<file path="src/rtl/activation_skew_feeder_if.sv">
// activation_skew_feeder_if: tile load port and skewed lane outputs between unified buffer, feeder and array.
interface activation_skew_feeder_if #(
    parameter int DATA_W = 8,
    parameter int CNT_W  = 8
);
    logic              i_load;
    logic [DATA_W-1:0] i_in_00;
    logic [DATA_W-1:0] i_in_01;
    logic [DATA_W-1:0] i_in_10;
    logic [DATA_W-1:0] i_in_11;
    logic              o_load_ready;
    logic [DATA_W-1:0] o_lane0_data;
    logic              o_lane0_valid;
    logic [DATA_W-1:0] o_lane1_data;
    logic              o_lane1_valid;
    logic              o_busy;
    logic              o_done;
    logic [CNT_W-1:0]  o_tile_count;

    modport master (
        output i_load, i_in_00, i_in_01, i_in_10, i_in_11,
        input  o_load_ready, o_lane0_data, o_lane0_valid, o_lane1_data, o_lane1_valid,
               o_busy, o_done, o_tile_count
    );

    modport slave (
        input  i_load, i_in_00, i_in_01, i_in_10, i_in_11,
        output o_load_ready, o_lane0_data, o_lane0_valid, o_lane1_data, o_lane1_valid,
               o_busy, o_done, o_tile_count
    );
endinterface

</file>
<file path="src/rtl/activation_skew_feeder.sv">
// activation_skew_feeder: streams a 2x2 activation tile as two diagonally skewed lanes, one tile per 3-beat window.
// Define ACT_SKEW_DOUBLE_BUFFER_EN to add a shadow tile so back-to-back tiles feed without a bubble.
module activation_skew_feeder #(
    parameter int DATA_W = 8,
    parameter int CNT_W  = 8
) (
    input logic clk,
    input logic reset,
    activation_skew_feeder_if.slave bus
);
    localparam logic [0:0] IDLE = 1'b0;
    localparam logic [0:0] FEED = 1'b1;
    localparam int TW = 4 * DATA_W;

    logic [0:0]    r_state, w_state;
    logic [1:0]    r_beat, w_beat;
    logic [TW-1:0] r_tile, w_tile;
    logic [TW-1:0] w_in;
    logic          w_accept, w_last, w_b0, w_b1, w_b2;
`ifdef ACT_SKEW_DOUBLE_BUFFER_EN
    logic [TW-1:0] r_shadow, w_shadow;
    logic          r_shadow_full, w_shadow_full;
`endif

    // Tile packed as {00, 01, 10, 11}, row-major from the top.
    assign w_in     = {bus.i_in_00, bus.i_in_01, bus.i_in_10, bus.i_in_11};
    assign w_accept = bus.i_load && bus.o_load_ready;
    assign w_last   = (r_state == FEED) && (r_beat == 2'd2);

    always_comb begin
        w_state = r_state;
        w_beat  = r_beat;
        w_tile  = r_tile;
`ifdef ACT_SKEW_DOUBLE_BUFFER_EN
        w_shadow      = r_shadow;
        w_shadow_full = r_shadow_full;
`endif
        if (r_state == IDLE) begin
            if (w_accept) begin
                w_state = FEED;
                w_beat  = 2'd0;
                w_tile  = w_in;
            end
        end else if (!w_last) begin
            w_beat = r_beat + 2'd1;
`ifdef ACT_SKEW_DOUBLE_BUFFER_EN
            if (w_accept) begin
                w_shadow      = w_in;
                w_shadow_full = 1'b1;
            end
`endif
        end else begin
            w_beat = 2'd0;
`ifdef ACT_SKEW_DOUBLE_BUFFER_EN
            if (r_shadow_full) begin
                w_tile        = r_shadow;
                w_shadow_full = 1'b0;
            end else if (w_accept) begin
                w_tile = w_in;
            end else begin
                w_state = IDLE;
            end
`else
            w_state = IDLE;
`endif
        end
    end

    // Outputs are registered from the next-state decode so they line up with the beat.
    assign w_b0 = (w_state == FEED) && (w_beat == 2'd0);
    assign w_b1 = (w_state == FEED) && (w_beat == 2'd1);
    assign w_b2 = (w_state == FEED) && (w_beat == 2'd2);

    always_ff @(posedge clk or posedge reset) begin
        if (reset) begin
            r_state           <= IDLE;
            r_beat            <= 2'd0;
            r_tile            <= '0;
`ifdef ACT_SKEW_DOUBLE_BUFFER_EN
            r_shadow          <= '0;
            r_shadow_full     <= 1'b0;
`endif
            bus.o_load_ready  <= 1'b1;
            bus.o_lane0_data  <= '0;
            bus.o_lane0_valid <= 1'b0;
            bus.o_lane1_data  <= '0;
            bus.o_lane1_valid <= 1'b0;
            bus.o_busy        <= 1'b0;
            bus.o_done        <= 1'b0;
            bus.o_tile_count  <= '0;
        end else begin
            r_state           <= w_state;
            r_beat            <= w_beat;
            r_tile            <= w_tile;
`ifdef ACT_SKEW_DOUBLE_BUFFER_EN
            r_shadow          <= w_shadow;
            r_shadow_full     <= w_shadow_full;
            bus.o_load_ready  <= !w_shadow_full;
`else
            bus.o_load_ready  <= (w_state == IDLE);
`endif
            bus.o_lane0_data  <= w_b0 ? w_tile[3*DATA_W +: DATA_W] : w_b1 ? w_tile[DATA_W +: DATA_W] : '0;
            bus.o_lane0_valid <= w_b0 || w_b1;
            bus.o_lane1_data  <= w_b1 ? w_tile[2*DATA_W +: DATA_W] : w_b2 ? w_tile[0 +: DATA_W] : '0;
            bus.o_lane1_valid <= w_b1 || w_b2;
            bus.o_busy        <= (w_state == FEED);
            bus.o_done        <= w_b2;
            bus.o_tile_count  <= bus.o_tile_count + {{(CNT_W-1){1'b0}}, w_b2};
        end
    end
endmodule

</file>
<file path="src/flat_wrapper.sv">
// flat-port wrapper written by rule: the top's interface ports become plain ports
module activation_skew_feeder_flat 
#(
    parameter int DATA_W = 8,
    parameter int CNT_W  = 8
)
  (clk, reset, bus_i_load, bus_i_in_00, bus_i_in_01, bus_i_in_10, bus_i_in_11, bus_o_load_ready, bus_o_lane0_data, bus_o_lane0_valid, bus_o_lane1_data, bus_o_lane1_valid, bus_o_busy, bus_o_done, bus_o_tile_count);
  activation_skew_feeder_if #(.DATA_W(DATA_W), .CNT_W(CNT_W)) bus_i ();
  input logic clk;
  input logic reset;
  input wire logic [$bits(bus_i.i_load)-1:0] bus_i_load;
  input wire logic [$bits(bus_i.i_in_00)-1:0] bus_i_in_00;
  input wire logic [$bits(bus_i.i_in_01)-1:0] bus_i_in_01;
  input wire logic [$bits(bus_i.i_in_10)-1:0] bus_i_in_10;
  input wire logic [$bits(bus_i.i_in_11)-1:0] bus_i_in_11;
  output wire logic [$bits(bus_i.o_load_ready)-1:0] bus_o_load_ready;
  output wire logic [$bits(bus_i.o_lane0_data)-1:0] bus_o_lane0_data;
  output wire logic [$bits(bus_i.o_lane0_valid)-1:0] bus_o_lane0_valid;
  output wire logic [$bits(bus_i.o_lane1_data)-1:0] bus_o_lane1_data;
  output wire logic [$bits(bus_i.o_lane1_valid)-1:0] bus_o_lane1_valid;
  output wire logic [$bits(bus_i.o_busy)-1:0] bus_o_busy;
  output wire logic [$bits(bus_i.o_done)-1:0] bus_o_done;
  output wire logic [$bits(bus_i.o_tile_count)-1:0] bus_o_tile_count;
  assign bus_i.i_load = bus_i_load;
  assign bus_i.i_in_00 = bus_i_in_00;
  assign bus_i.i_in_01 = bus_i_in_01;
  assign bus_i.i_in_10 = bus_i_in_10;
  assign bus_i.i_in_11 = bus_i_in_11;
  assign bus_o_load_ready = bus_i.o_load_ready;
  assign bus_o_lane0_data = bus_i.o_lane0_data;
  assign bus_o_lane0_valid = bus_i.o_lane0_valid;
  assign bus_o_lane1_data = bus_i.o_lane1_data;
  assign bus_o_lane1_valid = bus_i.o_lane1_valid;
  assign bus_o_busy = bus_i.o_busy;
  assign bus_o_done = bus_i.o_done;
  assign bus_o_tile_count = bus_i.o_tile_count;
  activation_skew_feeder #(.DATA_W(DATA_W), .CNT_W(CNT_W)) u_core (.clk(clk), .reset(reset), .bus(bus_i));
endmodule
</file>
<file path="config.mk">
export PLATFORM = sky130hd
export DESIGN_NAME = activation_skew_feeder_flat
export DESIGN_NICKNAME = d
export VERILOG_FILES = /design/src/rtl/activation_skew_feeder_if.sv /design/src/rtl/activation_skew_feeder.sv /design/src/flat_wrapper.sv
export SDC_FILE = /design/constraint.sdc
export NUM_CORES = 1
export LEC_CHECK = 0
export ABC_AREA = 1
export CAP_MARGIN = 5
export CORE_MARGIN = 3
export CORE_UTILIZATION = 51
export DETAILED_ROUTE_END_ITERATION = 10
export MAX_ROUTING_LAYER = met4
export PLACE_DENSITY_LB_ADDON = 0.1
export SLEW_MARGIN = 15
export SYNTH_ARGS = -nofsm -noshare
export SYNTH_HDL_FRONTEND = slang
export SYNTH_SLANG_ARGS = --single-unit
</file>
<file path="constraint.sdc">
create_clock -name clk -period 2.8 [get_ports clk]
set_clock_uncertainty 0.2 [all_clocks]
set_input_delay 0.7 -clock clk [delete_from_list [all_inputs] [get_ports clk]]
set_output_delay 0.7 -clock clk [all_outputs]
set_load 0.05 [all_outputs]
</file>
Word-level counts from Yosys, hierarchy flattened
Cells that the tools add are included.
{ "classes": {"n_addsub": 2, "eq_ne": 3, "n_mux": 12, "bitwise_logic": 1, "reduce_logical": 8} }
{ "op_table": {"columns": ["operator", "count"], "rows": [
  ["$mux W32", 2],
  ["$mux W8", 4],
  ["$add A8 B1 Y8", 1],
  ["$mux W2", 3],
  ["$logic_and A1 B1 Y1", 5],
  ["$eq A2 B2 Y1 const B", 2],
  ["$mux W1", 3],
  ["$add A2 B1 Y2 const B", 1],
  ["$eq A2 B1 Y1 const B", 1],
  ["$logic_not A2 Y1", 1],
  ["$logic_or A1 B1 Y1", 2],
  ["$not A1 Y1", 1]
]} }
{ "word_totals": {"reg_bits": 63, "input_bits": 35, "output_inout_bits": 29, "word_cells": 36} }

Longest topological paths before layout
{ "depth": {"ltp_word": 8, "depth_mapped": 12, "ltp_nobuf": 12} }

Least setup slack after synthesis
OpenSTA, ideal clock, no wires.
{ "synth_timing": {"path_kind": "register -> register", "start": "register u_core.bus.o_busy (netlist name)", "end": "register u_core.bus.o_tile_count[6] in the netlist's numbering", "setup_ns": 0.120, "t_arrival_ns": 1.906, "required_time_ns": 2.480, "slack_ns": 0.575, "path_stages_with_launch": 13, "path_buffers": 1, "period_less_slack_ns": 2.225, "path_cell_list": "dfrtp_1 buf_4 nand2_1 inv_1 nand2_1 inv_1 ha_1 ha_1 nand3_1 nor2_1 nand2_1 nand2_1 nand2_1"} }
{ "synth_lines": {"columns": ["element", "line", "source"], "rows": [
  ["end signal: assignment", "activation_skew_feeder.sv:108", "bus.o_tile_count <= bus.o_tile_count + {{(CNT_W-1){1'b0}}, w_b2};"],
  ["end: declaration", "activation_skew_feeder_if.sv:29", "o_busy, o_done, o_tile_count"]
]} }

Worst setup path in the final report
{ "layout_timing": {"start": "register u_core.bus.o_tile_count[3] in the netlist's numbering", "end": "output port bus_o_tile_count[3]"} }
{ "layout_lines": {"columns": ["element", "line", "source"], "rows": [
  ["end: declaration", "flat_wrapper.sv:23", "output wire logic [$bits(bus_i.o_tile_count)-1:0] bus_o_tile_count;"]
]} }
No word-level cell between the ends.

==> qor.csv <==
metric,value,unit
status,finished clean,
CTS tree,built,
Layout Utilization,68.28,%
nets,449,
Cell Pwr Density,1151,nW/um2
Hold Crit Class,reg2reg,
Buffers on Ports,63,
row cnt,27,
Die Area,6763,um2
Crit. End Element,primary output,
Pwr Total,4.380,mW
"Cell Area, Synth",2964,um2
Post-route DRC,0,
post-route non-filler standard cell count,489,
Slew Limit Fails,0,
Placed Area,3607,um2
Initial DRT Pass Iterations,4,
Post-CTS Hold Buffers,0,
WP data arrival,1630,ps
metal1 wirelength,2.981,mm
Final Cell Area,3806,um2
cells after synthesis,352,
top sig layer,met4,
"Avg Cell Area, Syn",8.421,um2
"Reg clk slew, reported paths",70,ps
leak pwr,1.888,nW
Synth Register Bits,63,
"Buf+Inv Stages, Crit Path",1,
GP Congestion,0.7688,
critical path peak fanout,6,
Fin. Hold Viols,0,
Iteration-0 DRC Markers,185,
"most common cell after layout, fill and taps aside",nand2_1,
routed wire length,6.632,mm
postcts setup bufs,0,
crit path kind,reg2out,
synth warn,0,
initial antenna violation count,0,
IO Count,64,
CTS Sinks,63,
sequential area share after synthesis,53.23,%
Layout area overhead,28.41,%
"Slowest-stage cell, CP",clkdlybuf4s50_1,
Setup Total Neg Slack,0,ps
DIE HEIGHT,82.24,um
CP top delay family,buffers and inverters,
Vias,2493,
most frequent cells in the layout,"nand2_1, clkdlybuf4s50_1, dfrtp_1",
f_max,0.3955,GHz
fin crit share,90.30,%
met3 WL,390,um
Crit path largest cell delay,840,ps
CTS Buffer Depth,2,
max-cap viol count,0,
Final ANT Viol Nets,0,
GRT Overall Usage,22.14,%
Antenna diodes,0,
Post-Syn Nets,389,
HPWL Detailed,4.321,mm
largest net degree at the start of global routing,77,
wire length per cell,13.56,um
peak supply drop,679.1,uV
unrepaired setup endpoints after global routing,no,
vias in the first global route,2359,
Worst-Margin Slew,685.6,ps
Rel. slew slack,54.29,%
Worst Path Required,1900,ps
clk_lat worst skew,340,ps
Initial Utilization,53.18,%
CTS Buf Count,9,
final setup fails,0,
Netlist cell types,20,
layout cells sized above 1,8.393,%
critical path startpoint category,flip-flop,
die width,82.24,um
Via-to-Cell Ratio,5.098,
dpl cells,473,
H-tree depth,3,
CORE AREA,5574,um2
global-route wire length before repair,10.99,mm
number of gates resized after cts,0,
Overflow after GRT,0,
worst-path cell chain,clkdlybuf4s50_1,
Routed met2 length,3.158,mm
clock root buffer,clkbuf_8,
minimum clock period,2529,ps
-- sequential cells by signal, indices dropped and copies added, names as in the netlist --
register	cells
u_core.bus.o_load_ready	1
u_core.bus.o_lane0_valid	1
u_core.bus.o_busy	1
u_core.bus.o_lane1_data	8
u_core.bus.o_tile_count	8
u_core.r_beat	2
u_core.bus.o_lane1_valid	1
u_core.bus.o_done	1
u_core.bus.o_lane0_data	8
u_core.r_tile	32
-- power by group --
part           internal, mW  total, mW  leakage (nW)  switching [mW]
clock network         0.434      0.789        0.0916           0.355
registers              1.29       1.55         0.809           0.264
logic                 0.663       2.04         0.988            1.38
total                  2.38       4.38          1.89            2.00
-- Yosys cell counts --
cell type | instances | share of area, %
inv_1 | 36 | 4.6
nand4_1 | 34 | 7.2
dfrtp_1 | 62 | 52
nand2_4 | 1 | 0.38
inv_2 | 3 | 0.38
nand3_4 | 1 | 0.59
nand3_1 | 29 | 4.9
clkbuf_1 | 3 | 0.38
dfstp_2 | 1 | 0.89
ha_1 | 2 | 0.84
o21ai_0 | 6 | 1.0
nand2_1 | 125 | 16
nor2_2 | 1 | 0.21
nor2_1 | 2 | 0.25
a21oi_2 | 2 | 0.59
buf_6 | 4 | 1.5
xor2_1 | 3 | 0.89
o21ai_1 | 22 | 3.7
buf_2 | 3 | 0.51
buf_4 | 12 | 3.0
-- path summary, 6_finish.rpt --
check / startpoint / endpoint / slack [ps] / cells past startpoint
hold reg to reg: u_core.r_tile[31] / u_core.r_tile[31] / 280 / 2
hold / removal: u_core.r_tile[31] / u_core.r_tile[31] / 280 / 2
max in group asynchronous: reset / u_core.bus.o_load_ready / 1550 / 3
min in group asynchronous: reset / u_core.bus.o_tile_count[0] / 560 / 3
setup reg to reg: u_core.bus.o_load_ready / u_core.r_tile[23] / 790 / 6
setup / recovery: u_core.bus.o_tile_count[3] / bus_o_tile_count[3] / 270 / 1
-- layout make-up --
type / count / area (um2)
clock inverters: 5 / 57.56
flip-flops and latches: 63 / 1579
clock buffers: 11 / 141.4
well taps: 72 / 90.09
repair buffers: 71 / 713.2
fillers: 447 / 1768
multi-input cells: 228 / 1079
inverters: 39 / 146.4
-- through the flow --
| step | worst slack (ps) | hold slack [ps] |
|---|---|---|
| floorplan | 331.9 | 237.9 |
| global placement | 466.0 | 251.8 |
| detailed placement | 439.2 | 257.4 |
| CTS | 261.7 | 272.6 |
| global route | 197.7 | 287.9 |
| finish | 271.5 | 275.8 |
-- worst reg2reg max path, delay by kind of cell (launching register included) --
family                 cells  cell delay [ps]
AOI/OAI and AO/OA          1               50
DFF                        1              820
buffers and inverters      2              390
and+or+nand+nor            3              410
-- kinds of logic (layout without fill, tap and decap cells) --
group,count (synthesis),in the layout,synth area share [%]
buffers and inverters,61,126,10.38
DFF,63,63,53.23
AOI/OAI and AO/OA,30,30,5.319
xor gates and xnor gates,3,3,0.8866
adders and majority gates,2,2,0.8441
and+or+nand+nor,193,193,29.34
-- metal layers --
| layer | GRT usage (%) | up-vias |
|---|---|---|
| li1 | - | 1258 |
| met1 | 28.16 | 1146 |
| met2 | 34.70 | 79 |
| met3 | 3.579 | 10 |
| met4 | 10.47 | 0 |
| met5 | - | - |
Power figures use the tool's default switching activity.
